<file path="src/rtl/lmsm_sequencer.sv">
// LM/SM sequencer: expands one load/store-multiple instruction into a stream of
// single-register micro-ops, lowest register first, while holding fetch.
module lmsm_sequencer #(
    parameter int MASK_W = 8,
    localparam int IDX_W = $clog2(MASK_W)
) (
    input  logic              clk,
    input  logic              reset,
    input  logic              start,
    input  logic              is_sm_in,
    input  logic [MASK_W-1:0] mask_in,
    input  logic              hold,
    input  logic              flush,
    output logic              busy,
    output logic              stall_if,
    output logic              uop_valid,
    output logic              uop_is_store,
    output logic [IDX_W-1:0]  uop_reg,
    output logic [IDX_W-1:0]  uop_offset,
    output logic              uop_last,
    output logic              done
);

    typedef enum logic {IDLE, ISSUE} state_t;

    state_t            state;
    logic [MASK_W-1:0] mask_rem;
    logic [IDX_W-1:0]  cnt;
    logic              is_sm;
    logic [IDX_W-1:0]  low_idx;
    logic              one_left;

    // Descending scan so the last hit wins, leaving the lowest set bit.
    always_comb begin
        low_idx = '0;
        for (int i = MASK_W - 1; i >= 0; i--) begin
            if (mask_rem[i]) begin
                low_idx = IDX_W'(i);
            end
        end
    end

    assign one_left = (mask_rem != '0) && ((mask_rem & (mask_rem - MASK_W'(1))) == '0);

    assign busy         = (state == ISSUE);
    assign uop_valid    = busy;
    assign uop_is_store = busy & is_sm;
    assign uop_reg      = busy ? low_idx : '0;
    assign uop_offset   = busy ? cnt : '0;
    assign uop_last     = busy & one_left;

    // Flush always releases fetch so the redirected stream is not blocked.
    always_comb begin
        stall_if = 1'b0;
        if (!flush) begin
            if (state == IDLE) begin
                stall_if = start && (mask_in != '0);
            end else begin
                stall_if = !one_left || hold;
            end
        end
    end

    always_ff @(posedge clk) begin
        if (reset) begin
            state    <= IDLE;
            mask_rem <= '0;
            cnt      <= '0;
            is_sm    <= 1'b0;
            done     <= 1'b0;
        end else if (flush) begin
            state    <= IDLE;
            mask_rem <= '0;
            cnt      <= '0;
            done     <= 1'b0;
        end else begin
            done <= 1'b0;
            case (state)
                IDLE: begin
                    if (start) begin
                        if (mask_in != '0) begin
                            mask_rem <= mask_in;
                            is_sm    <= is_sm_in;
                            cnt      <= '0;
                            state    <= ISSUE;
                        end else begin
                            done <= 1'b1;
                        end
                    end
                end
                ISSUE: begin
                    if (!hold) begin
                        mask_rem <= mask_rem & (mask_rem - MASK_W'(1));
                        if (one_left) begin
                            cnt   <= '0;
                            state <= IDLE;
                            done  <= 1'b1;
                        end else begin
                            cnt <= cnt + IDX_W'(1);
                        end
                    end
                end
                default: state <= IDLE;
            endcase
        end
    end

endmodule

</file>
<file path="config.mk">
export PLATFORM = sky130hd
export DESIGN_NAME = lmsm_sequencer
export DESIGN_NICKNAME = d
export VERILOG_FILES = /design/src/rtl/lmsm_sequencer.sv
export SDC_FILE = /design/constraint.sdc
export NUM_CORES = 1
export LEC_CHECK = 0
export CAP_MARGIN = 20
export CORE_MARGIN = 5
export CORE_UTILIZATION = 45
export CTS_CLUSTER_DIAMETER = 150
export DETAILED_ROUTE_END_ITERATION = 7
export PLACE_DENSITY = 0.73
export SYNTH_ARGS = -nofsm -noshare
export SYNTH_HDL_FRONTEND = slang
export SYNTH_SLANG_ARGS = --single-unit
export TNS_END_PERCENT = 20
</file>
<file path="constraint.sdc">
create_clock -name clk -period 6.4 [get_ports clk]
set_input_delay 1.92 -clock clk [delete_from_list [all_inputs] [get_ports clk]]
set_output_delay 1.92 -clock clk [all_outputs]
set_load 0.01 [all_outputs]
</file>
==> summary.txt <==
Clocking
  • Clock sink count: 14
  • Htree depth: 1
  • CTS tree: done
  • Post-CTS sizing: 0
  • Root Driver: clkbuf_4
  • Post-CTS Setup Inserts: 0
  • Post-CTS Hold Buffers: 0
  • Clock-pin slew on the worst setup and hold paths: 0.09 ns
  • Cts bufs inserted: 3
  • Clock Latency Late Sink: 0.29 ns
  • Clock Path Buffers: 2

Timing
  • Final hold slack: 0.483 ns
  • Max Slew Vio Count: 0
  • Setup violations, final: 0
  • Setup_tns: 0 ns
  • Worst slew pin tran: 0.823 ns
  • Fin crit period: 5.76 ns
  • Post-Route Skew: 0.00507 ns
  • RSZ-0062 raised after global routing: false
  • Slew margin rel.: 45.0%
  • F_max: 174 MHz
  • Final Cycle Share: 90.0%
  • Final Hold Violating Endpoints: 0

Logic synthesis
  • Seq/Total Area, Yosys: 25.4%
  • Mapped Avg Cell Area: 8.35 sq um
  • Yosys reg bits: 14
  • Synth area leader: dfxtp_1
  • Synthesized area: 0.00110 sq mm
  • Post-Syn Instances: 132
  • EDFF count, synth: 0
  • Top-area cell type share of the netlist area: 25.4%
  • Yosys cell types: 45
  • Post-synth top flop: dfxtp_1
  • Yosys warns: 0
  • Synth area leaders: dfxtp_1 25%, a21oi_1 5.9%, clkbuf_8 5.0%, nand2_1 4.1%, or4_4 4.1%
  • Async S/R FF share, synth: 0%
  • Syn nets: 147

Finish
  • Seq. cell area: 280 sq um
  • Layout area overhead: 17.3%
  • Multi-input gate area: 666 sq um
  • Non-filler cells, final: 179
  • Layout fillers: 228
  • # diodes: 0
  • Final net count: 165
  • Share of cells above drive strength 1: 10.7%

Power
  • Logic pwr share: 22.9%
  • Clk pwr share: 31.8%
  • Power Dens Cells: 162 mW/mm^2
  • Worst VDD drop: 101 uV
  • Sequential power share: 45.3%
  • P_int: 148 uW
  • Switching share of power: 29.0%
  • NetSw: 60.5 uW
  • P_leak: 0.455 nW

Hold path
  • Hold Path Depth: 2
  • Min-Delay Endpoint: is_sm
  • Hold crit path type: reg -> reg
  • Hold Crit Start: is_sm

Setup path
  • Slowest stage delay, CP: 0.54 ns
  • Setup crit start: hold
  • Data required, critical path: 4.48 ns
  • Critical path, cell by cell: clkdlybuf4s50_1 > nand2b_1 > nor2_1 > a222oi_1 > nor2b_1 > clkdlybuf4s50_1
  • Cell mode on critical path: clkdlybuf4s50_1
  • Crit-path max FO: 7
  • Slowest-stage cell, CP: clkdlybuf4s50_1
  • Kind of critical path: in -> out
  • Reg2Reg Depth: 4
  • R2r startpoint: busy
  • CP Capture Type: output port
  • Critical R2R Capture: is_sm
  • Arrival time worst endpoint: 3.84 ns
  • Startpoint types: input port
  • R2R Setup Slk: 4.30 ns

GRT
  • Vias in the first global route: 943
  • Global route overflow: 0
  • Largest net degree at the start of global routing: 15
  • Initial antenna violation count: 0
  • GRT Total Usage: 15.7%
  • Global-route wire length before repair: 4.19 mm

Route
  • 1st-iter DRT viols: 56
  • Final wirelength: 2.71 mm
  • Drt first pass iters: 4
  • DRT antenna net count: 0
  • Vias/cell: 5.95
  • Wire per inst: 15.2 um
  • DR vias: 1065
  • DRC: 0

Die
  • Initial Util: 45.7%
  • Die area: 0.00354 sq mm
  • Core area: 0.00241 sq mm
  • Cell Rows: 18
  • I/O pin cnt: 26
  • Die X: 59.5 um
  • Die Height: 59.5 um

Placement
  • IO Port Bufs: 25
  • DP Cell Count: 175
  • DP HPWL: 2.07 mm
  • Routability Congestion: 0.865

Job
  • Max cap viols: 0

Outcome
  • Status: finished, final reports clean
==> placed cells by master, fill, tap and decap left out, types with 2 or more instances in the layout <==
cell,count
a211oi_1,4
a21oi_1,13
a221oi_1,2
a22oi_1,2
a2bb2oi_1,2
and2_1,7
clkbuf_4,3
clkdlybuf4s50_1,25
dfxtp_1,14
inv_1,4
nand2_1,12
nand2b_1,2
nand3_1,2
nor2_1,10
nor2b_1,3
nor3_1,4
nor4b_1,3
o211ai_1,2
o21ai_0,6
or4_4,4
xor2_1,3
==> metrics by stage <==
| step | instance area (sq um) | total power, mW | utilization, % | setup slack [ns] |
|---|---|---|---|---|
| 6_report | 1290 | 0.209 | 53.6 | 0.639 |
| 2_1_floorplan | 1100 | 0.131 | - | 1.60 |
| 4_1_cts | 1290 | 0.208 | 53.6 | 0.647 |
| 3_3_place_gp | 1260 | 0.143 | 52.1 | 0.639 |
| 3_5_place_dp | 1260 | 0.144 | 52.1 | 0.665 |
| 5_1_grt | 1290 | 0.219 | 53.6 | 0.542 |
==> final cells by class <==
type / count / share of cell area, %
sequential: 14 / 21.7
multi-input combinational: 101 / 51.5
timing repair buffer: 26 / 19.9
clock buffer: 4 / 2.81
tap: 30 / 2.90
inverter: 4 / 1.16
==> power by group through the flow <==
| stage | registers (mW) | clock network [mW] | logic [mW] |
|---|---|---|---|
| floorplan | 0.0928 | 0 | 0.0381 |
| global placement | 0.0964 | 0 | 0.0468 |
| detailed placement | 0.0966 | 0 | 0.0471 |
| CTS | 0.0945 | 0.0662 | 0.0473 |
| global route | 0.0952 | 0.0725 | 0.0518 |
| finish | 0.0946 | 0.0665 | 0.0479 |
==> registers in the layout, indices dropped and copies added, names as in the netlist <==
signal and count:
mask_rem 8, is_sm 1, done 1, busy 1, cnt 3
==> per-layer routing <==
metal  part of all wire, %  wire [um]  global-route usage (%)  vias up
li1                      -          -                       -      517
met4                   1.5         41                    6.96        0
met2                    49       1320                    25.9       39
met5                     0          0                       0        -
met1                    44       1190                    19.6      504
met3                   5.9        159                    3.05        5
==> cell families after synthesis <==
group / share of synthesized area [%]
compound gates: 28.4
fa+ha+maj: 1.13
xor+xnor: 2.38
buf+inv: 14.2
flops: 25.4
simple gates: 28.5
==> how the worst max path moves through the flow <==
stage	slack, ns	cells after the start	to
detailed placement	0.66	6	stall_if
finish	0.64	6	stall_if
global placement	0.64	6	stall_if
CTS	0.65	6	stall_if
global route	0.54	6	stall_if
floorplan	1.60	4	stall_if
==> worst max-delay path, delay by kind of cell <==
family,cells,cell delay [ns]
simple gates,3,0.55
buf+inv,2,0.99
compound gates,1,0.38
==> cell usage after synthesis (3+ instances only) <==
master	n
o21ai_0	6
nand2_1	12
or4_4	4
a21oi_1	13
a211oi_1	4
nor2_1	10
and2_1	7
clkbuf_8	4
xor2_1	3
nor3_1	4
buf_2	4
dfxtp_1	14
inv_1	4
nor4b_1	3
nor2b_1	3
Note: power is estimated with default switching activity, not from simulation.
